`src/rtl/ap_ctrl_hs_driver_if.sv`:
```
// ap_ctrl_hs block-level handshake bundle between the driver (master) and an HLS kernel (slave).
interface ap_ctrl_hs_driver_if;
  logic ap_start;
  logic ap_continue;
  logic ap_ready;
  logic ap_done;

  modport master (
    output ap_start,
    output ap_continue,
    input  ap_ready,
    input  ap_done
  );

  modport slave (
    input  ap_start,
    input  ap_continue,
    output ap_ready,
    output ap_done
  );
endinterface

```
`src/rtl/ap_ctrl_hs_driver.sv`:
```
// ap_ctrl_hs initiator: launches cfg_num_iter kernel invocations separated by cfg_gap idle
// cycles, and records per-invocation latency statistics and a start-to-done timeout.
module ap_ctrl_hs_driver #(
  parameter int unsigned CNT_W   = 32,
  parameter int unsigned ITER_W  = 16,
  parameter int unsigned GAP_W   = 8,
  parameter int unsigned TIMEOUT = 100000
) (
  input  logic                 clock,
  input  logic                 reset_n,
  input  logic                 cfg_start,
  input  logic [ITER_W-1:0]    cfg_num_iter,
  input  logic [GAP_W-1:0]     cfg_gap,
  output logic                 busy,
  output logic                 run_done,
  output logic                 timeout_err,
  ap_ctrl_hs_driver_if.master  ap,
  output logic [ITER_W-1:0]    iter_count,
  output logic [CNT_W-1:0]     lat_last,
  output logic [CNT_W-1:0]     lat_min,
  output logic [CNT_W-1:0]     lat_max,
  output logic [2*CNT_W-1:0]   lat_sum
);

  typedef enum logic [1:0] {
    S_IDLE,
    S_LAUNCH,
    S_WAIT,
    S_GAP
  } state_t;

  state_t              r_state;
  state_t              w_next;
  logic [ITER_W-1:0]   r_cfg_num_iter;
  logic [GAP_W-1:0]    r_cfg_gap;
  logic [GAP_W-1:0]    r_gap_cnt;
  logic [CNT_W-1:0]    r_lat_cnt;
  logic [ITER_W-1:0]   r_iter_count;
  logic [CNT_W-1:0]    r_lat_last;
  logic [CNT_W-1:0]    r_lat_min;
  logic [CNT_W-1:0]    r_lat_max;
  logic [2*CNT_W-1:0]  r_lat_sum;
  logic                r_run_done;
  logic                r_timeout_err;

  logic w_accept;
  logic w_zero_run;
  logic w_complete;
  logic w_timeout;
  logic w_last;
  logic w_tmo_hit;
  logic w_lat_clr;

  assign w_last    = (r_iter_count + ITER_W'(1)) == r_cfg_num_iter;
  assign w_tmo_hit = r_lat_cnt >= CNT_W'(TIMEOUT);

  always_comb begin
    w_next     = r_state;
    w_accept   = 1'b0;
    w_zero_run = 1'b0;
    w_complete = 1'b0;
    w_timeout  = 1'b0;
    case (r_state)
      S_IDLE: begin
        if (cfg_start) begin
          if (cfg_num_iter != '0) begin
            w_accept = 1'b1;
            w_next   = S_LAUNCH;
          end else begin
            w_zero_run = 1'b1;
          end
        end
      end
      S_LAUNCH: begin
        if (ap.ap_ready && ap.ap_done) begin
          w_complete = 1'b1;
        end else if (w_tmo_hit) begin
          w_timeout = 1'b1;
          w_next    = S_IDLE;
        end else if (ap.ap_ready) begin
          w_next = S_WAIT;
        end
      end
      S_WAIT: begin
        if (ap.ap_done) begin
          w_complete = 1'b1;
        end else if (w_tmo_hit) begin
          w_timeout = 1'b1;
          w_next    = S_IDLE;
        end
      end
      S_GAP: begin
        if (r_gap_cnt <= GAP_W'(1)) begin
          w_next = S_LAUNCH;
        end
      end
      default: w_next = S_IDLE;
    endcase

    if (w_complete) begin
      if (w_last)                 w_next = S_IDLE;
      else if (r_cfg_gap == '0)   w_next = S_LAUNCH;
      else                        w_next = S_GAP;
    end
  end

  // Latency restarts at 0 on the first cycle of every LAUNCH, including back-to-back relaunches.
  assign w_lat_clr = (w_next == S_LAUNCH) && ((r_state != S_LAUNCH) || w_complete);

  always_ff @(posedge clock or negedge reset_n) begin
    if (!reset_n) begin
      r_state        <= S_IDLE;
      r_cfg_num_iter <= '0;
      r_cfg_gap      <= '0;
      r_gap_cnt      <= '0;
      r_lat_cnt      <= '0;
      r_iter_count   <= '0;
      r_lat_last     <= '0;
      r_lat_min      <= '1;
      r_lat_max      <= '0;
      r_lat_sum      <= '0;
      r_run_done     <= 1'b0;
      r_timeout_err  <= 1'b0;
    end else begin
      r_state    <= w_next;
      r_run_done <= w_zero_run | w_timeout | (w_complete & w_last);

      if (w_accept || w_zero_run) begin
        r_cfg_num_iter <= cfg_num_iter;
        r_cfg_gap      <= cfg_gap;
        r_iter_count   <= '0;
        r_lat_last     <= '0;
        r_lat_min      <= '1;
        r_lat_max      <= '0;
        r_lat_sum      <= '0;
        r_timeout_err  <= 1'b0;
      end

      if (w_timeout) begin
        r_timeout_err <= 1'b1;
      end

      if (w_lat_clr) begin
        r_lat_cnt <= '0;
      end else if ((r_state == S_LAUNCH || r_state == S_WAIT) && (r_lat_cnt != '1)) begin
        r_lat_cnt <= r_lat_cnt + CNT_W'(1);
      end

      if (w_complete) begin
        r_lat_last   <= r_lat_cnt;
        r_iter_count <= r_iter_count + ITER_W'(1);
        r_lat_sum    <= r_lat_sum + {{CNT_W{1'b0}}, r_lat_cnt};
        if (r_lat_cnt < r_lat_min) r_lat_min <= r_lat_cnt;
        if (r_lat_cnt > r_lat_max) r_lat_max <= r_lat_cnt;
      end

      if (w_complete && (w_next == S_GAP)) begin
        r_gap_cnt <= r_cfg_gap;
      end else if (r_state == S_GAP) begin
        r_gap_cnt <= r_gap_cnt - GAP_W'(1);
      end
    end
  end

  assign ap.ap_start    = (r_state == S_LAUNCH);
  assign ap.ap_continue = 1'b1;
  assign busy           = (r_state != S_IDLE);
  assign run_done       = r_run_done;
  assign timeout_err    = r_timeout_err;
  assign iter_count     = r_iter_count;
  assign lat_last       = r_lat_last;
  assign lat_min        = r_lat_min;
  assign lat_max        = r_lat_max;
  assign lat_sum        = r_lat_sum;

endmodule
```
`src/flat_wrapper.sv`:
```
// flat-port wrapper written by rule: the top's interface ports become plain ports
module ap_ctrl_hs_driver_flat 
#(
  parameter int unsigned CNT_W   = 32,
  parameter int unsigned ITER_W  = 16,
  parameter int unsigned GAP_W   = 8,
  parameter int unsigned TIMEOUT = 100000
)
  (clock, reset_n, cfg_start, cfg_num_iter, cfg_gap, busy, run_done, timeout_err, iter_count, lat_last, lat_min, lat_max, lat_sum, ap_ap_start, ap_ap_continue, ap_ap_ready, ap_ap_done);
  ap_ctrl_hs_driver_if ap_i ();
  input  logic clock;
  input  logic reset_n;
  input  logic cfg_start;
  input  logic [ITER_W-1:0] cfg_num_iter;
  input  logic [GAP_W-1:0] cfg_gap;
  output logic busy;
  output logic run_done;
  output logic timeout_err;
  output logic [ITER_W-1:0] iter_count;
  output logic [CNT_W-1:0] lat_last;
  output logic [CNT_W-1:0] lat_min;
  output logic [CNT_W-1:0] lat_max;
  output logic [2*CNT_W-1:0] lat_sum;
  output wire logic [$bits(ap_i.ap_start)-1:0] ap_ap_start;
  output wire logic [$bits(ap_i.ap_continue)-1:0] ap_ap_continue;
  input wire logic [$bits(ap_i.ap_ready)-1:0] ap_ap_ready;
  input wire logic [$bits(ap_i.ap_done)-1:0] ap_ap_done;
  assign ap_ap_start = ap_i.ap_start;
  assign ap_ap_continue = ap_i.ap_continue;
  assign ap_i.ap_ready = ap_ap_ready;
  assign ap_i.ap_done = ap_ap_done;
  ap_ctrl_hs_driver #(.CNT_W(CNT_W), .ITER_W(ITER_W), .GAP_W(GAP_W), .TIMEOUT(TIMEOUT)) u_core (.clock(clock), .reset_n(reset_n), .cfg_start(cfg_start), .cfg_num_iter(cfg_num_iter), .cfg_gap(cfg_gap), .busy(busy), .run_done(run_done), .timeout_err(timeout_err), .ap(ap_i), .iter_count(iter_count), .lat_last(lat_last), .lat_min(lat_min), .lat_max(lat_max), .lat_sum(lat_sum));
endmodule
```
`config.mk`:
```
export PLATFORM = sky130hd
export DESIGN_NAME = ap_ctrl_hs_driver_flat
export DESIGN_NICKNAME = d
export VERILOG_FILES = /design/src/rtl/ap_ctrl_hs_driver_if.sv /design/src/rtl/ap_ctrl_hs_driver.sv /design/src/flat_wrapper.sv
export SDC_FILE = /design/constraint.sdc
export NUM_CORES = 1
export LEC_CHECK = 0
export BUFFER_PORTS_ARGS = -buffer_cell sky130_fd_sc_hd__buf_2
export CORE_ASPECT_RATIO = 1.1
export CORE_MARGIN = 1.5
export CORE_UTILIZATION = 56
export DETAILED_ROUTE_END_ITERATION = 12
export PLACE_DENSITY = 0.77
export SLEW_MARGIN = 20
export SYNTH_ARGS = -nofsm -noshare
export SYNTH_HDL_FRONTEND = slang
export SYNTH_SLANG_ARGS = --single-unit
```
`constraint.sdc`:
```
create_clock -name clock -period 6.1 [get_ports clock]
set_clock_uncertainty 0.2 [all_clocks]
set_input_delay 0.305 -clock clock [delete_from_list [all_inputs] [get_ports clock]]
set_output_delay 0.305 -clock clock [all_outputs]
set_load 0.01 [all_outputs]
```
==> run summary, run 1 <==
status = completed
Worst Setup Slack post-DPL = 2100 ps
final antenna-violating net count = 0
main flop type after synthesis = dfrtp_1
Die W = 157 um
Tcrit/Tclk final = 0.645
clock slew at reported path FFs = 60 ps
vias per cell = 5.91
Cell variety after synth = 73
hold-critical path depth = 5
global route overflow = 0
HP Start = ap_ap_ready
Worst Reg2Reg Path Length in Cells = 10
P&R area growth vs syn = 16.9%
IO Port Bufs = 208
Iter 0 DRT Violations = 891
FMAX = 0.254 GHz
H-tree depth = 1
# DRC = 0
Lkg Pwr = 8.22 nW
Syn Nets = 1664
final worst slack = 2170 ps
post-synth top area cell = dfrtp_1
CP startpoint kind = flip-flop
CTS Buffer Depth = 3
CORE AREA = 25400 um^2
largest net degree at the start of global routing = 134
reg-to-reg endpoint = u_core.lat_max[11]$_DFF_PN0_
EDFF count, synth = 0
Clock Latency Late Sink = 530 ps
RD Place Congestion = 0.891
post-layout util = 0.672
Cell Pwr Density = 325 nW/um^2
Final nets = 1866
Worst EP required = 6340 ps
Root Driver = clkbuf_16
WL/cell = 18.4 um
Hold Path Class = input port to flip-flop
initial antenna violation count = 0
worst-path fanout max = 89
number of cell rows = 61
Fin. Hold Viols = 0
Synth area leaders = dfrtp_1 36%, ha_1 9.0%, mux2i_1 6.0%, dfstp_2 5.8%, o21ai_0 3.9%
vias in the first global route = 12000
Finish-stage setup viols = 0
most frequent cell after synthesis = dfrtp_1
Seq/Total Area, Yosys = 0.421
cts bufs inserted = 26
Max Cap Viol = 0
GR Util All Layers = 0.284
Yosys Warn Count = 0
final max-slew violation count = 0
Synth Cell Area = 14600 um^2
Synth top area share = 0.363
Worst Tran Pin Value = 1080 ps
TNS Setup = 0 ps
Hold Crit Endpoint = u_core.r_state[0]$_DFF_PN0_
die height = 172 um
Synth Register Bits = 244
CP Class = flip-flop to flip-flop
Commonest cells post-synth = 212 x dfrtp_1, 122 x nand2_1, 113 x inv_1, 113 x o21ai_0, 109 x nand3_1
WP data arrival = 4180 ps
CTS tree = yes
CTS Sinks = 244
RSZ-0062 raised after global routing = no
ys async rst share = 1.00
global-route wire length before repair = 61.7 mm
via count = 12400
initial core utilization = 0.574
DIE AREA = 27000 um^2
post-synthesis instance total = 1529
hpwl dp = 27.0 mm
share of cells above drive strength 1 = 0.195
io pins = 210
R2R Setup Slk = 2170 ps
start of the worst register-to-register path = u_core.r_state[1]$_DFF_PN0_
slew margin rel. = 0.271
min cycle time layout = 3930 ps
CTS resizes = 0
DRT Pass-1 Iters = 5
Peak VDD IR = 0.308 mV
CP Capture Type = flip-flop
Routed WL = 38.6 mm
syn_area_per_cell = 9.55 um^2
Antenna Cells = 0
==> cell usage in the layout (no fill, tap or decap), types with 7 or more instances in the layout <==
cell type      synthesis  final
a21o_1                30     30
a21oi_1               80     78
and3_1                19     19
and4_1                11     11
xor2_1                26     26
xnor2_1               56     56
nand3_1              109    108
clkbuf_16              0     27
or4_1                  8      8
dlygate4sd3_1          0     27
mux2i_1               88     88
nor3b_1                9      9
nor2_1                75     75
nor3_1                18     18
nand4_1               30     30
a31oi_1               13     13
nor2b_1               10     10
a211oi_1               9      9
inv_1                113    113
o211ai_1              14     14
buf_2                 15    207
buf_4                  1      7
dfrtp_1              212    212
dfstp_2               32     32
o31ai_1               13     13
ha_1                 105    104
o21ai_0              113    113
mux2_2                30     30
nand2_1              122    120
nor4_1                21     21
==> stage by stage <==
stage / cell area, um^2 / power (mW) / cells / hold slack [ps]
after floorplan: 14600 / 3.34 / 1529 / -191
after global placement: 15900 / 3.82 / 2021 / 206
after detailed placement: 15900 / 3.88 / 2021 / 220
after CTS: 17000 / 5.56 / 2096 / 68.9
after global routing: 17100 / 5.85 / 2097 / 139
final: 17100 / 5.55 / 2097 / 104
==> registers in the layout (all words and copies together), names as in the netlist, 2 cells and up <==
register / count
u_core.lat_sum: 64
u_core.lat_last: 32
u_core.lat_max: 32
u_core.lat_min: 32
u_core.r_lat_cnt: 32
u_core.iter_count: 16
u_core.r_cfg_num_iter: 16
u_core.r_cfg_gap: 8
u_core.r_gap_cnt: 8
u_core.r_state: 2
==> worst max-delay path by stage <==
stage                                  startpoint                        endpoint  slack, ps
floorplan           u_core.lat_sum[0]$_DFFE_PN0P_  u_core.lat_sum[58]$_DFFE_PN0P_       2820
global placement      u_core.r_state[1]$_DFF_PN0_     u_core.lat_min[1]$_DFF_PN1_       2260
detailed placement    u_core.r_state[1]$_DFF_PN0_     u_core.lat_min[5]$_DFF_PN1_       2100
CTS                   u_core.r_state[1]$_DFF_PN0_     u_core.lat_min[5]$_DFF_PN1_       2060
global route          u_core.r_state[1]$_DFF_PN0_     u_core.lat_max[0]$_DFF_PN0_       1790
finish                u_core.r_state[1]$_DFF_PN0_    u_core.lat_max[11]$_DFF_PN0_       2170
==> layout make-up <==
| type | count | area [um^2] |
|---|---|---|
| fill | 2075 | 8340 |
| clock inverter | 11 | 138 |
| timing repair buffer | 244 | 1420 |
| clock buffer | 37 | 753 |
| sequential | 244 | 6150 |
| inverter | 113 | 424 |
| multi-input combinational | 1102 | 7760 |
| tap | 346 | 433 |
==> power breakdown <==
| group | leakage, nW | switching (mW) | internal (mW) |
|---|---|---|---|
| clock network | 0.431 | 0.658 | 0.986 |
| logic | 4.56 | 1.03 | 0.663 |
| registers | 3.22 | 0.257 | 1.96 |
==> routing by layer <==
layer / global-route usage / part of all wire
met4: 0.0853 / 0.023
met1: 0.370 / 0.42
met3: 0.0449 / 0.059
met2: 0.487 / 0.50
met5: 0 / 0
==> cells by family (layout without fill, tap and decap cells) <==
logic type / after synthesis / after routing / synth area share
xor gates and xnor gates: 83 / 83 / 0.0507
adders and majority gates: 106 / 106 / 0.0914
buffers and inverters: 183 / 405 / 0.0510
and+or+nand+nor: 463 / 463 / 0.160
other: 1 / 1 / 0.000257
muxes: 121 / 121 / 0.0858
DFF: 244 / 244 / 0.421
AOI/OAI and AO/OA: 328 / 328 / 0.140
==> timing repair <==
action | 4_1_cts | 5_1_grt
endpoints found under the hold margin | 116 | 0
hold buffers | 27 | 0
buffers inserted | 0 | 0
setup endpoints to repair | 0 | 0
==> critical path, cell delays in order, from the launching register on <==
cell	delay, ps
dfrtp_1	420
inv_1	120
ha_1	250
a21oi_1	100
nor2b_1	400
nand2_4	600
a31oi_1	470
nand2_1	140
o21ai_4	340
buf_4	480
mux2i_1	260
Power figures use the tool's default switching activity.
==> run 2, diff against run 1 <==
--- a/config.mk
+++ b/config.mk
@@ -8,7 +8,7 @@
 export BUFFER_PORTS_ARGS = -buffer_cell sky130_fd_sc_hd__buf_2
 export CORE_ASPECT_RATIO = 1.1
 export CORE_MARGIN = 1.5
-export CORE_UTILIZATION = 56
+export CORE_UTILIZATION = 53
 export DETAILED_ROUTE_END_ITERATION = 12
 export PLACE_DENSITY = 0.77
 export SLEW_MARGIN = 20
==> constraint.sdc (replaced) <==
create_clock -name clock -period 3.15 [get_ports clock]
set_clock_uncertainty 0.2 [all_clocks]
set_input_delay 0.1575 -clock clock [delete_from_list [all_inputs] [get_ports clock]]
set_output_delay 0.1575 -clock clock [all_outputs]
set_load 0.01 [all_outputs]
==> run summary, run 2 (synthesized netlist as in run 1, its figures left out) <==
final worst slack = 11.1 ps
P&R area growth vs syn = 26.2%
hpwl dp = 28.8 mm
Tcrit/Tclk final = 0.996
total chip power = 11.4 mW
Peak VDD IR = 0.490 mV
Critical Path Stages = 12
CP Buf/Inv Count = 3
H-tree depth = 1
Critical-path top delay cell = dfstp_2
slowest stage delay, CP = 550 ps
share of cells above drive strength 1 = 0.261
most common cell after layout, fill and taps aside = dfrtp_1
die height = 177 um
slew margin rel. = 0.378
Cell Pwr Density = 616 nW/um^2
min cycle time layout = 3140 ps
RSZ-0062 raised after global routing = yes
final antenna-violating net count = 0
met2 Usage GRT = 0.488
global-route wire length before repair = 65.5 mm
# DRC = 0
via count = 13200
sequence of cells on the critical path = inv_1 -> ha_1 -> a21oi_1 -> nor2b_1 -> o211ai_1 -> a21oi_1 -> or4_1 -> a21o_1 -> a21oi_4 -> buf_12 -> clkbuf_16 -> mux2i_1
Worst Reg2Reg Path Length in Cells = 12
GR Util All Layers = 0.284
initial core utilization = 0.540
final max-slew violation count = 0
Finish-stage setup viols = 0
status = completed
CTS Buffer Depth = 3
GR peak layer = met2
vias in the first global route = 12600
CTS Sinks = 244
initial antenna violation count = 3
io pins = 210
vias per cell = 5.93
Worst EP required = 3410 ps
cts bufs inserted = 27
WP data arrival = 3390 ps
worst-path fanout max = 12
largest net degree at the start of global routing = 103
Clock Latency Late Sink = 540 ps
CP Capture Type = flip-flop
Lkg Pwr = 8.96 nW
clock slew at reported path FFs = 60 ps
FMAX = 0.319 GHz
CTS tree = yes
WL/cell = 18.9 um
Crit. Startpoint = u_core.lat_min[17]$_DFF_PN1_
CP startpoint kind = flip-flop
Max Cap Viol = 0
number of cell rows = 63
Routed WL = 42.0 mm
start of the worst register-to-register path = u_core.lat_min[17]$_DFF_PN1_
Fin. Hold Viols = 0
DIE AREA = 28600 um^2
M3 GR Usage = 0.0389
end point of the critical path = u_core.lat_min[4]$_DFF_PN1_
Hold Path Class = input port to flip-flop
CP Class = flip-flop to flip-flop
Top delay family on crit path = compound AO/OA/AOI/OAI gates
Final nets = 1975
Worst Tran Pin Value = 924 ps
Root Driver = clkbuf_16
most frequent cells in the layout = 211 x dfrtp_1, 207 x buf_2, 117 x nand2_1
global route overflow = 0
DRT Pass-1 Iters = 5
RD Place Congestion = 0.912
most used cell, CP = a21oi_1
final instance area = 18400 um^2
max reg flops = 64
TNS Setup = 0 ps
Fill cells = 2086
Placement Cell Area = 16700 um^2
Die W = 161 um
R2R Setup Slk = 10 ps
Worst Setup Slack post-DPL = -127 ps
reg-to-reg endpoint = u_core.lat_min[4]$_DFF_PN1_
CORE AREA = 27000 um^2
met1 usage = 0.361
hold_ws = 187 ps
IO Port Bufs = 208
Iter 0 DRT Violations = 1142
run 2: area by class of cell:
cell class,instances,area [um^2],area share
repair buffers,352,2430,0.132
well taps,357,447,0.0242
clock inverters,12,166,0.00903
multi-input cells,1102,8040,0.437
flip-flops and latches,244,6150,0.334
diodes,3,7.51,0.000408
clock buffers,37,753,0.0409
inverters,113,424,0.0230
run 2: how the worst min path moves through the flow:
| stage | startpoint | to | cells past startpoint |
|---|---|---|---|
| global placement | reset_n | u_core.r_cfg_gap[4]$_DFFE_PN0P_ | 1 |
| floorplan | reset_n | u_core.iter_count[0]$_DFFE_PN0P_ | 0 |
| detailed placement | reset_n | u_core.r_cfg_gap[4]$_DFFE_PN0P_ | 1 |
| global route | cfg_gap[2] | u_core.r_cfg_gap[2]$_DFFE_PN0P_ | 3 |
| finish | cfg_gap[2] | u_core.r_cfg_gap[2]$_DFFE_PN0P_ | 3 |
| CTS | cfg_gap[2] | u_core.r_cfg_gap[2]$_DFFE_PN0P_ | 3 |
run 2: metal layers:
layer / vias up / wire (um)
met1: 6440 / 17400
li1: 6124 / -
met4: 0 / 1660
met3: 111 / 2480
met2: 487 / 20500
met5: - / 0
run 2: worst register-to-register path, delay by kind of cell, from the launching register on:
family	cells	cell delay, ps
AOI/OAI and AO/OA	5	800
and+or+nand+nor	2	580
buffers and inverters	3	400
muxes	1	200
DFF	1	550
adders and majority gates	1	310
run 2: report_power, final:
| group | switching (mW) | internal [mW] |
|---|---|---|
| registers | 0.451 | 3.80 |
| clock network | 1.31 | 1.99 |
| logic | 2.18 | 1.61 |
| total | 3.95 | 7.40 |
run 2: what timing repair did:
action | CTS | global route
hold endpoints to repair | 240 | 0
buffers inserted | 2 | 10
pin swaps | 6 | 13
cloned | 1 | 2
resized for setup | 13 | 42
hold buffers | 31 | 0
endpoints found under the setup margin | 28 | 117
run 2: stage by stage:
| stage | utilization | instances |
|---|---|---|
| 6_report | 0.681 | 2220 |
| 5_1_grt | 0.681 | 2220 |
| 4_1_cts | 0.668 | 2205 |
| 3_5_place_dp | 0.618 | 2122 |
| 3_3_place_gp | 0.618 | 2122 |
| 2_1_floorplan | - | 1529 |
==> run 3, diff against run 2 <==
--- a/config.mk
+++ b/config.mk
@@ -8,9 +8,11 @@
 export BUFFER_PORTS_ARGS = -buffer_cell sky130_fd_sc_hd__buf_2
 export CORE_ASPECT_RATIO = 1.1
 export CORE_MARGIN = 1.5
-export CORE_UTILIZATION = 53
+export CORE_UTILIZATION = 54
+export CTS_BUF_LIST = sky130_fd_sc_hd__clkbuf_8
 export DETAILED_ROUTE_END_ITERATION = 12
-export PLACE_DENSITY = 0.77
+export HOLD_SLACK_MARGIN = 0.12
+export PLACE_DENSITY = 0.78
 export SLEW_MARGIN = 20
 export SYNTH_ARGS = -nofsm -noshare
 export SYNTH_HDL_FRONTEND = slang
==> run summary, run 3 (synthesized netlist as in run 1, its figures left out) <==
H-tree depth = 2
clock slew at reported path FFs = 60 ps
CORE AREA = 26400 um^2
Critical-path top delay cell = dfrtp_1
hold_ws = 183 ps
Max Cap Viol = 0
initial antenna violation count = 0
Worst EP required = 3370 ps
DRT Pass-1 Iters = 6
Antenna Cells = 0
total chip power = 11.1 mW
Cell Pwr Density = 605 nW/um^2
CTS tree = yes
global route overflow = 0
CP Capture Type = flip-flop
CTS Buffer Depth = 3
final max-slew violation count = 0
worst-path fanout max = 5
hold-critical path depth = 3
Final nets = 1975
vias per cell = 5.95
final instance area = 18300 um^2
Non-Filler Instances = 2222
Fin. Hold Viols = 0
Clock Latency Late Sink = 550 ps
post-layout util = 0.694
Worst Reg2Reg Path Length in Cells = 13
GR Util All Layers = 0.286
slew margin rel. = 0.408
largest net degree at the start of global routing = 91
# DRC = 0
Worst Setup Slack post-DPL = -104 ps
placed instance count = 2099
Tcrit/Tclk final = 1.01
io pins = 210
Lkg Pwr = 8.90 nW
Die W = 160 um
status = complete, but fails checks
most common cell after layout, fill and taps aside = dfrtp_1
WL/cell = 18.9 um
Iter 0 DRT Violations = 1017
Root Driver = clkbuf_8
hpwl dp = 28.8 mm
P&R area growth vs syn = 25.4%
Peak VDD IR = 0.587 mV
global-route wire length before repair = 65.3 mm
TNS Setup = -44.7 ps
die height = 175 um
CP Class = flip-flop to flip-flop
Placement Cell Area = 16500 um^2
Fill cells = 2068
RSZ-0062 raised after global routing = yes
sequence of cells on the critical path = ha_2 -> fa_2 -> a211o_1 -> a211oi_2 -> buf_4 -> o21ai_4 -> a21oi_2 -> o221ai_2 -> a211oi_4 -> buf_6 -> buf_16 -> nor3_1 -> mux2i_1
Hold Path Class = input port to flip-flop
min cycle time layout = 3180 ps
share of cells above drive strength 1 = 0.265
vias in the first global route = 12900
slowest stage delay, CP = 390 ps
WP data arrival = 3400 ps
final antenna-violating net count = 0
DIE AREA = 28000 um^2
Routed WL = 41.9 mm
Finish-stage setup viols = 3
IO Port Bufs = 208
RD Place Congestion = 0.892
via count = 13200
Worst Tran Pin Value = 879 ps
number of cell rows = 62
max reg flops = 64
initial core utilization = 0.554
cts bufs inserted = 43
CTS Sinks = 244
final worst slack = -27.2 ps
most frequent cells in the layout = 211 x dfrtp_1, 208 x buf_2, 123 x inv_1
failing checks = negative setup slack
CP startpoint kind = flip-flop
FMAX = 0.315 GHz
-- run 3: worst max-delay path: cells and delay by family, from the launching register on --
family | cells | cell delay, ps
adder cells (fa/ha/maj) | 2 | 550
multiplexers | 1 | 140
flip-flops | 1 | 390
buffers and inverters | 3 | 460
AND/OR/NAND/NOR | 1 | 50
AO/OA/AOI/OAI | 6 | 1270
-- run 3: final timing paths --
path	startpoint	to	slack [ps]
max in group asynchronous	reset_n	u_core.lat_min[21]$_DFF_PN1_	1680
setup reg to reg	u_core.lat_sum[0]$_DFFE_PN0P_	u_core.lat_sum[52]$_DFFE_PN0P_	-30
hold / removal	cfg_gap[2]	u_core.r_cfg_gap[2]$_DFFE_PN0P_	180
hold reg to reg	u_core.lat_sum[63]$_DFFE_PN0P_	u_core.lat_sum[63]$_DFFE_PN0P_	290
min in group asynchronous	reset_n	u_core.lat_min[19]$_DFF_PN1_	610
setup / recovery	u_core.lat_sum[0]$_DFFE_PN0P_	u_core.lat_sum[52]$_DFFE_PN0P_	-30
-- run 3: area by class of cell --
| class | instances | area [um^2] | area share |
|---|---|---|---|
| multi-input cells | 1102 | 8090 | 0.442 |
| well taps | 352 | 440 | 0.0241 |
| flip-flops and latches | 244 | 6150 | 0.336 |
| repair buffers | 336 | 2300 | 0.126 |
| clock buffers | 57 | 785 | 0.0428 |
| inverters | 113 | 424 | 0.0232 |
| clock inverters | 18 | 128 | 0.00697 |
-- run 3: report_power, final --
part           leakage (nW)  switching [mW]  internal, mW
clock                 0.515            1.34          1.77
sequential             3.22           0.445          3.80
combinational          5.17            2.17          1.55
total                  8.90            3.95          7.12
-- run 3: timing repair --
item / in CTS / in global routing
resized for setup: 10 / 52
hold endpoints to repair: 264 / 0
gates cloned: 1 / 5
setup buffers: 3 / 9
pin swaps: 5 / 10
hold buffers: 31 / 0
setup endpoints to repair: 37 / 108
-- run 3: routing by layer --
layer  wire length (um)  GRT usage
met1              17500      0.365
met2              20500      0.488
met3               2450     0.0465
met4               1510      0.111
met5                  0          0
